$ cat config.mk
export PLATFORM = sky130hd
export DESIGN_NAME = alex_relay_sequencer
export DESIGN_NICKNAME = d
export VERILOG_FILES = /design/src/rtl/alex_relay_sequencer.sv
export SDC_FILE = /design/constraint.sdc
export NUM_CORES = 1
export LEC_CHECK = 0
export ABC_AREA = 1
export BUFFER_PORTS_ARGS = -buffer_cell sky130_fd_sc_hd__buf_2
export CELL_PAD_IN_SITES_DETAIL_PLACEMENT = 0
export CELL_PAD_IN_SITES_GLOBAL_PLACEMENT = 1
export CORE_ASPECT_RATIO = 0.9
export CORE_MARGIN = 1
export CORE_UTILIZATION = 32
export CTS_CLUSTER_DIAMETER = 200
export CTS_CLUSTER_SIZE = 10
export DETAILED_ROUTE_END_ITERATION = 6
export GPL_ROUTABILITY_DRIVEN = 0
export GPL_TIMING_DRIVEN = 0
export PLACE_DENSITY_LB_ADDON = 0.08
export SLEW_MARGIN = 30
export SYNTH_ARGS = -nofsm -noshare
export SYNTH_HDL_FRONTEND = slang
export SYNTH_SLANG_ARGS = --single-unit
$ cat constraint.sdc
create_clock -name clock -period 2.16 [get_ports clock]
set_clock_uncertainty 0.2 [all_clocks]
set_input_delay 0.324 -clock clock [delete_from_list [all_inputs] [get_ports clock]]
set_output_delay 0.324 -clock clock [all_outputs]
set_load 0.005 [all_outputs]
$ cat src/rtl/alex_relay_sequencer.sv
// -----------------------------------------------------------------------------
// alex_relay_sequencer
//
// Purpose:
//   Keeps the Alex filter-board relays in step with the LPF/HPF band decoders
//   and the PTT request. Whenever the 16-bit relay word changes, it is shifted
//   out MSB first on SPI_data/SPI_clock. Tx_load_strobe then latches it into
//   the Alex output registers, and the block waits a relay settle time before
//   it looks at the inputs again.
//
// Relay word:
//   [15] TX relay (ptt_req), [14:8] LPF, [7:2] HPF, [1:0] 2'b00
//
// Ports:
//   clock           in   system clock; all logic is on its rising edge
//   reset           in   synchronous, active-high reset
//   LPF[6:0]        in   one-hot LPF code
//   HPF[5:0]        in   one-hot HPF code
//   ptt_req         in   transmit request
//   tx_grant        out  transmitter may radiate (registered)
//   SPI_data        out  serial relay data, MSB first (registered)
//   SPI_clock       out  serial clock to the Alex shift registers (registered)
//   Tx_load_strobe  out  latch pulse to the Alex output registers (registered)
//   busy            out  high whenever the FSM is not IDLE (registered)
//   dbg_state_o     out  current FSM state encoding, for debug and checkers
//
// Parameters:
//   DIV     clock cycles per SPI_clock half-period (1..255)
//   SETTLE  relay settle time in clock cycles after the strobe (1..65535)
//
// Configuration macro:
//   ALEX_TX_INTERLOCK_EN
//     defined   : tx_grant is only raised in IDLE once the TX word is on the
//                 relays and nothing is pending. It drops as soon as ptt_req
//                 falls or a filter change is seen.
//     undefined : tx_grant is ptt_req delayed by one clock, regardless of
//                 the FSM state.
//
// Handshake and timing:
//   There is no valid/ready pair. The live word is compared with the last
//   word sent whenever the FSM is IDLE. A difference starts an update on the
//   next clock. Inputs are ignored from LOAD through SETTLE. The first IDLE
//   cycle after SETTLE compares again, so the most recent value wins and
//   values that come and go in between are never sent. Every output is a
//   register fed from the current state, so each output lags its state by
//   exactly one clock.
// -----------------------------------------------------------------------------
module alex_relay_sequencer #(
  parameter int unsigned DIV    = 4,
  parameter int unsigned SETTLE = 2048
) (
  input  logic       clock,
  input  logic       reset,
  input  logic [6:0] LPF,
  input  logic [5:0] HPF,
  input  logic       ptt_req,
  output logic       tx_grant,
  output logic       SPI_data,
  output logic       SPI_clock,
  output logic       Tx_load_strobe,
  output logic       busy,
  output logic [2:0] dbg_state_o
);

  typedef enum logic [2:0] {
    S_IDLE   = 3'd0,
    S_LOAD   = 3'd1,
    S_SHIFT  = 3'd2,
    S_STROBE = 3'd3,
    S_SETTLE = 3'd4
  } state_e;

  // Terminal values for the half-period and settle counters.
  localparam logic [7:0]  DIV_LAST    = 8'(DIV - 1);
  localparam logic [15:0] SETTLE_LAST = 16'(SETTLE - 1);

  state_e      state_q, state_d;

  logic [15:0] live_word;
  logic        word_changed;

  logic [15:0] shift_q, shift_d;
  logic [15:0] sent_word_q, sent_word_d;
  logic        sent_valid_q, sent_valid_d;
  logic [3:0]  bit_cnt_q, bit_cnt_d;
  logic [7:0]  div_cnt_q, div_cnt_d;
  logic        phase_q, phase_d;        // 1 while in the SPI_clock-high half
  logic [15:0] settle_cnt_q, settle_cnt_d;

  // Next values of the registered outputs.
  logic        spi_data_d;
  logic        spi_clock_d;
  logic        strobe_d;
  logic        busy_d;
  logic        tx_grant_d;

  assign live_word    = {ptt_req, LPF, HPF, 2'b00};
  // After reset nothing is known about the relays, so the first word is
  // always treated as a change.
  assign word_changed = !sent_valid_q || (live_word != sent_word_q);

  assign dbg_state_o  = state_q;

  // ---------------------------------------------------------------------------
  // Next-state, datapath and output decode
  // ---------------------------------------------------------------------------
  always_comb begin
    state_d      = state_q;
    shift_d      = shift_q;
    sent_word_d  = sent_word_q;
    sent_valid_d = sent_valid_q;
    bit_cnt_d    = bit_cnt_q;
    div_cnt_d    = div_cnt_q;
    phase_d      = phase_q;
    settle_cnt_d = settle_cnt_q;

    spi_data_d   = 1'b0;
    spi_clock_d  = 1'b0;
    strobe_d     = 1'b0;
    busy_d       = (state_q != S_IDLE);

    unique case (state_q)
      S_IDLE: begin
        if (word_changed) begin
          state_d = S_LOAD;
        end
      end

      S_LOAD: begin
        // Capture the word as it is now. A change that lands between the
        // IDLE compare and this cycle is sent, not lost.
        shift_d      = live_word;
        sent_word_d  = live_word;
        sent_valid_d = 1'b1;
        bit_cnt_d    = 4'd0;
        div_cnt_d    = 8'd0;
        phase_d      = 1'b0;
        state_d      = S_SHIFT;
      end

      S_SHIFT: begin
        spi_data_d  = shift_q[15];
        spi_clock_d = phase_q;
        if (div_cnt_q == DIV_LAST) begin
          div_cnt_d = 8'd0;
          if (!phase_q) begin
            phase_d = 1'b1;
          end else begin
            // End of the high half is the SPI falling edge. The next bit
            // appears together with the clock going low, so it is stable
            // for a whole low half and a whole high half.
            phase_d   = 1'b0;
            shift_d   = {shift_q[14:0], 1'b0};
            bit_cnt_d = bit_cnt_q + 4'd1;
            if (bit_cnt_q == 4'd15) begin
              state_d = S_STROBE;
            end
          end
        end else begin
          div_cnt_d = div_cnt_q + 8'd1;
        end
      end

      S_STROBE: begin
        strobe_d = 1'b1;
        if (div_cnt_q == DIV_LAST) begin
          div_cnt_d    = 8'd0;
          settle_cnt_d = SETTLE_LAST;
          state_d      = S_SETTLE;
        end else begin
          div_cnt_d = div_cnt_q + 8'd1;
        end
      end

      S_SETTLE: begin
        if (settle_cnt_q == 16'd0) begin
          state_d = S_IDLE;
        end else begin
          settle_cnt_d = settle_cnt_q - 16'd1;
        end
      end

      default: begin
        state_d = S_IDLE;
      end
    endcase

`ifdef ALEX_TX_INTERLOCK_EN
    // Grant only when the relays already hold the TX word and no update is
    // pending. Any filter change or a falling ptt_req clears it on the next
    // clock, which comes before LOAD has finished, so RF is off before any
    // relay moves.
    tx_grant_d = (state_q == S_IDLE) && sent_valid_q && sent_word_q[15] &&
                 ptt_req && !word_changed;
`else
    tx_grant_d = ptt_req;
`endif
  end

  // ---------------------------------------------------------------------------
  // State and output registers
  // ---------------------------------------------------------------------------
  always_ff @(posedge clock) begin
    if (reset) begin
      state_q        <= S_IDLE;
      shift_q        <= 16'd0;
      sent_word_q    <= 16'd0;
      sent_valid_q   <= 1'b0;
      bit_cnt_q      <= 4'd0;
      div_cnt_q      <= 8'd0;
      phase_q        <= 1'b0;
      settle_cnt_q   <= 16'd0;
      tx_grant       <= 1'b0;
      SPI_data       <= 1'b0;
      SPI_clock      <= 1'b0;
      Tx_load_strobe <= 1'b0;
      busy           <= 1'b0;
    end else begin
      state_q        <= state_d;
      shift_q        <= shift_d;
      sent_word_q    <= sent_word_d;
      sent_valid_q   <= sent_valid_d;
      bit_cnt_q      <= bit_cnt_d;
      div_cnt_q      <= div_cnt_d;
      phase_q        <= phase_d;
      settle_cnt_q   <= settle_cnt_d;
      tx_grant       <= tx_grant_d;
      SPI_data       <= spi_data_d;
      SPI_clock      <= spi_clock_d;
      Tx_load_strobe <= strobe_d;
      busy           <= busy_d;
    end
  end

endmodule

==> results.cfg, run 1 <==
[global_routing]
track_usage = 0.1815
antenna_found_initial = 0
grt_max_degree = 11
grt_pass1_wl_um = 15810
grt_overflow = 0
grt_pass1_vias = 2995

[floorplanning]
die_y_um = 101.7
die_area_mm2 = 0.01147
rows = 36
core_area_mm2 = 0.01081
initial_core_util = 0.3270
die_x_um = 112.8
io_pins = 24

[synthesis]
yosysTopAreaCell = dfxtp_1
syn_area_mm2 = 0.003535
syn_area_per_cell_um2 = 6.810
synthTopCellsByArea = dfxtp_1 37%, nand2_1 14%, inv_1 6.3%, a21oi_1 5.5%, o21ai_0 5.5%
synth.most_common_cell = nand2_1
ys_async_sr_fraction = 0
synth_edf_count = 0
syn_nets = 538
yosys.area.top_type_share = 0.3738
synthCells = 519
synthTopCellsByCount = 135 x nand2_1, 66 x dfxtp_1, 59 x inv_1
ys_seq_elements = 66
ys_seq_area_frac = 0.3738
synth-main-ff-cell = dfxtp_1
yosysUniqueCellTypes = 39
ys_warn_count = 0

[power]
leakagePower_nw = 1.788
p_per_area_mw_per_mm2 = 1004
peakVddDrop_mv = 0.4751

[clocking]
cts.sinks = 66
post_cts_buffers = 0
clk_path_buf_depth = 2
cts_buffers = 9
hold_buffers = 0
htree_levels = 3
postCtsResizedCells = 0
cts_tree = done
clock_latency_ps = 330
root_buffer = clkbuf_16
path_clk_slew_ps = 60

[sta]
setup_tns_ps = 0
finalSetupViolations = 0
hold_viol_final = 0
tightest_slew_ps = 681.3
period_needed_ps = 1972
fmax_ghz = 0.5071
period_share = 0.9130
worst_hold_slack_ps = 28.47
relSlewSlack = 0.5458
grt_setup_unrepaired = no
slew_violations = 0

[cells_and_area]
nets = 572
fin_util = 0.3793
syn_to_final_growth_pct = 16.00
drive_gt1_frac = 0.1595
final_cells = 691
register_area_mm2 = 0.001321
nFillCells = 1181
diodes = 0
final_area_mm2 = 0.004100
multi_input_area_mm2 = 0.001841

[hold_path]
hp-start = reset
holdPathEnd = SPI_clock$_SDFF_PP0_
hp-class = input pin to register
holdPathStages = 2

[critical_path]
r2r-end = shift_q[10]$_SDFFE_PP0P_
cp_max_fo = 10
critical_path_class = register to register
rr_worst_depth = 9
cp-start-kind = register
critPathRequiredTime_ps = 2150
critPathCaptureType = register
r2r-start = div_cnt_q[0]$_SDFFE_PP0P_
arrival_ps = 1960
rrSetupSlack_ps = 190

[outcome]
status = completed

[place]
post-place-cells = 675
port_buffers = 23
dp_hpwl_um = 7000
place_area_mm2 = 0.003816

[drt]
vias = 3228
detail_route.iter0.violations = 159
viasPerCell = 4.671
final_antenna_net_count = 0
drc_errors = 0
wl_per_cell_um = 13.70
wl_um = 9465
drtPass1Iterations = 4

[flow_run]
cap_violations = 0
-- cell usage in the layout, fill, tap and decap left out, types with 9 or more instances in the layout --
cell	n
nand2_1	135
dfxtp_1	66
inv_1	59
nor2_1	52
o21ai_0	39
a21oi_1	39
nand3_1	38
buf_2	27
nor2_2	9
clkbuf_1	9
clkbuf_16	9
-- metal layers --
layer,track usage,share of wire
met5,0,0
met4,0.04000,0.0080
met3,0.05266,0.036
met2,0.2683,0.41
met1,0.2598,0.54
-- area by class of cell --
| class | count | area share |
|---|---|---|
| Multi-Input combinational cell | 367 | 0.4489 |
| Timing Repair Buffer | 23 | 0.02807 |
| Inverter | 69 | 0.06378 |
| Buffer | 17 | 0.02716 |
| Clock inverter | 2 | 0.002441 |
| Tap cell | 133 | 0.04059 |
| Clock buffer | 14 | 0.06683 |
| Sequential cell | 66 | 0.3222 |
-- cells by family (layout without fill, tap and decap cells) --
group	count (synthesis)	after routing	share of synthesized area
compound gates	96	96	0.1501
buf+inv	86	125	0.1055
flops	66	66	0.3738
xor+xnor	8	8	0.01982
simple gates	260	260	0.3402
fa+ha+maj	3	3	0.01062
-- worst max-delay path: stages (launching register included) --
cell,delay (ps)
dfxtp_1,410
ha_1,210
inv_1,60
nor2_2,140
nand2_4,90
o21ai_4,260
nand2_4,160
buf_6,180
nand2_1,60
a21oi_1,60
-- through the flow --
stage | setup slack, ps | power, mW
6_report | 187.9 | 4.118
2_1_floorplan | 393.9 | 2.382
5_1_grt | 19.08 | 4.410
4_1_cts | 171.0 | 4.168
3_5_place_dp | 185.0 | 2.738
3_3_place_gp | 158.3 | 2.727
-- power breakdown --
group	switching, mW	total [mW]	leakage, nW	internal (mW)
logic	0.780	1.16	1.11	0.377
clock network	0.543	1.41	0.143	0.868
registers	0.122	1.55	0.537	1.43
total	1.45	4.12	1.79	2.67
-- state kept, by name, summed over array words and instances (netlist names), 3 cells and up --
register and count:
bit_cnt_q 4, dbg_state_o 3, div_cnt_q 8, sent_word_q 14, settle_cnt_q 16, shift_q 14
-- worst max path at each step --
stage	start	endpoint	slack [ps]	depth (start not counted)
finish	div_cnt_q[0]$_SDFFE_PP0P_	shift_q[10]$_SDFFE_PP0P_	190	9
global route	div_cnt_q[0]$_SDFFE_PP0P_	bit_cnt_q[0]$_SDFFE_PP0P_	20	9
CTS	div_cnt_q[0]$_SDFFE_PP0P_	shift_q[11]$_SDFFE_PP0P_	170	9
detailed placement	div_cnt_q[0]$_SDFFE_PP0P_	shift_q[11]$_SDFFE_PP0P_	190	9
global placement	div_cnt_q[0]$_SDFFE_PP0P_	bit_cnt_q[0]$_SDFFE_PP0P_	160	9
floorplan	settle_cnt_q[0]$_SDFFE_PP0P_	settle_cnt_q[8]$_SDFFE_PP0P_	390	10
Power figures use the tool's default switching activity.
==> run 2: changes to the inputs <==
--- a/config.mk
+++ b/config.mk
@@ -5,7 +5,6 @@
 export SDC_FILE = /design/constraint.sdc
 export NUM_CORES = 1
 export LEC_CHECK = 0
-export ABC_AREA = 1
 export BUFFER_PORTS_ARGS = -buffer_cell sky130_fd_sc_hd__buf_2
 export CELL_PAD_IN_SITES_DETAIL_PLACEMENT = 0
 export CELL_PAD_IN_SITES_GLOBAL_PLACEMENT = 1
==> results.cfg, run 2 <==
[cells_and_area]
nFillCells = 910
layout_commonest_cell = nand2_1
reg_top3 = settle_cnt_q: 16 flops, sent_word_q: 14 flops, shift_q: 14 flops
drive_gt1_frac = 0.2960
largest_reg_flops = 16
max_flop_register = settle_cnt_q
final_cell_mix = 63 x nand2_1, 58 x dfxtp_1, 44 x nor2_1
nets = 460
fin_util = 0.4584
syn_to_final_growth_pct = 38.70
diodes = 0

[synthesis]
syn_area_per_cell_um2 = 8.099
yosys.area.top_type_share = 0.4362
synth_xor_area_frac = 0.07228
synth_edf_count = 0
synth-main-ff-cell = dfxtp_1
syn_nets = 393
synthTopCellsByArea = dfxtp_1 44%, nand2_1 8.1%, xnor2_1 6.1%, nor2_1 5.7%, a21oi_1 5.5%
syn_area_mm2 = 0.003029
ys_seq_elements = 66
synth.most_common_cell = dfxtp_1
yosysTopAreaCell = dfxtp_1
synth-compound-area-share = 0.1524
ys_async_sr_fraction = 0
synthAdderAreaFrac = 0.01239
synthMuxAreaShare = 0.006609
synth_top_family_by_area = simple AND/OR/NAND/NOR gates
ys_warn_count = 0
synth-simple-area-share = 0.2809
ys_seq_area_frac = 0.4362
yosysUniqueCellTypes = 42
synthCells = 374
synthTopCellsByCount = 66 x dfxtp_1, 65 x nand2_1, 46 x nor2_1

[drt]
final_antenna_net_count = 0
viasPerCell = 5.111
detail_route.iter0.violations = 130
vias = 2903
drc_errors = 0
drtPass1Iterations = 4
wl_per_cell_um = 15.76
wl_um = 8950

[power]
finalPower_mw = 4.229
p_per_area_mw_per_mm2 = 1007
peakVddDrop_mv = 0.3608
leakagePower_nw = 1.590

[global_routing]
track_usage = 0.1904
grt_overflow = 0
grt_pass1_vias = 2727
grt_pass1_wl_um = 14320
grt_max_degree = 11
antenna_found_initial = 0

[floorplanning]
core_area_mm2 = 0.009166
die_x_um = 104.6
die_area_mm2 = 0.009860
io_pins = 24
die_y_um = 94.30
initial_core_util = 0.3305
rows = 33

[critical_path]
cp_max_fo = 3
r2r-end = settle_cnt_q[10]$_SDFFE_PP0P_
rrSetupSlack_ps = -250
r2r-start = dbg_state_o[2]$_SDFFE_PP0P_
critical_path_class = register to register
arrival_ps = 2440
crit_start = dbg_state_o[2]$_SDFFE_PP0P_
rr_worst_depth = 6
cp-start-kind = register
critPathCaptureType = register
critPathRequiredTime_ps = 2200
crit_path_end = settle_cnt_q[10]$_SDFFE_PP0P_

[clocking]
htree_levels = 3
path_clk_slew_ps = 70
hold_buffers = 0
clock_latency_ps = 340
cts_tree = done
cts.sinks = 66
cts_buffers = 9
clk_path_buf_depth = 2
root_buffer = clkbuf_8

[sta]
tightest_slew_ps = 759.8
fmax_ghz = 0.4150
period_needed_ps = 2410
finalSetupViolations = 7
grt_setup_unrepaired = yes
period_share = 1.116
worst_slack_ps = -249.6
relSlewSlack = 0.4935
slew_violations = 0
worst_hold_slack_ps = 58.73
hold_viol_final = 0

[place]
preCtsSetupSlack_ps = -850.5
dp_hpwl_um = 5770
port_buffers = 23

[flow_run]
cap_violations = 0

[outcome]
status = complete, but fails checks
violations = setup timing

[hold_path]
hp-class = input pin to register
[run 2: cell types whose count changed in the layout (fill, tap and decap cells not counted), sizes merged, moves of 5 or more]
cell / before / now
nor2: 64 / 46
xnor2: 1 / 21
a311oi: 1 / 15
and3: 0 / 5
nor3b: 0 / 6
nand2: 144 / 65
clkbuf: 21 / 27
nand3: 40 / 9
inv: 68 / 4
a21oi: 47 / 33
buf: 33 / 66
o21ai: 45 / 10
nor3: 3 / 11
nor4: 0 / 10
[run 2: cells by family after synthesis]
logic type,after synthesis
buffers and inverters,27
and+or+nand+nor,179
adders and majority gates,3
DFF,66
muxes,2
AOI/OAI and AO/OA,72
xor gates and xnor gates,25
[run 2: worst min path at each step]
stage	slack, ps	end	from	cells past startpoint
after floorplan	240	sent_valid_q$_SDFFE_PP0P_	sent_valid_q$_SDFFE_PP0P_	2
after global placement	250	sent_word_q[8]$_SDFFE_PP0P_	sent_word_q[8]$_SDFFE_PP0P_	2
after detailed placement	260	sent_word_q[6]$_SDFFE_PP0P_	sent_word_q[6]$_SDFFE_PP0P_	2
after CTS	50	sent_word_q[8]$_SDFFE_PP0P_	LPF[0]	3
after global routing	50	sent_word_q[6]$_SDFFE_PP0P_	HPF[4]	3
final	60	sent_word_q[8]$_SDFFE_PP0P_	LPF[0]	3
[run 2: cell type report]
| class | instances | area [um^2] | share of cell area |
|---|---|---|---|
| plain buffers | 18 | 116.4 | 0.02770 |
| repair buffers | 61 | 460.4 | 0.1096 |
| inverters | 4 | 15.01 | 0.003574 |
| clock inverters | 2 | 10.01 | 0.002382 |
| clock buffers | 14 | 172.7 | 0.04110 |
| multi-input cells | 281 | 1936 | 0.4607 |
| well taps | 122 | 152.6 | 0.03633 |
| flip-flops and latches | 66 | 1339 | 0.3186 |
[run 2: per-stage QoR]
stage | instances | setup TNS [ps] | instance area [um^2]
CTS | 561 | -2371 | 4056
detailed placement | 519 | -23140 | 3323
global placement | 519 | -32110 | 3318
floorplan | 374 | -4734 | 3050
global route | 568 | -1751 | 4202
finish | 568 | -855.3 | 4202
[run 2: metal layers]
layer  vias to the layer above  part of all wire  wire [um]  track usage
met5                         -                 0          0            0
met4                         0             0.016        145      0.07619
met3                        11             0.026        237      0.03883
met2                        44              0.47       4171       0.3013
met1                      1390              0.49       4396       0.2540
li1                       1458                 -          -            -
[run 2: critical path, cell delays in order, from the launching register on]
cell     delay [ps]
dfxtp_2         360
or3b_4          390
and2_4          150
a31o_4          210
or3_4           340
o41a_1          380
o31a_1          280
[run 2: what timing repair did]
action / 4_1_cts / 5_1_grt
pin swaps: 22 / 29
endpoints found under the setup margin: 56 / 38
gates resized for setup: 77 / 28
buffers inserted: 28 / 13
[run 2: report_power, final]
part	switching (mW)	leakage [nW]	internal (mW)
logic	0.934	0.951	0.722
clock network	0.476	0.0965	0.509
registers	0.137	0.542	1.45
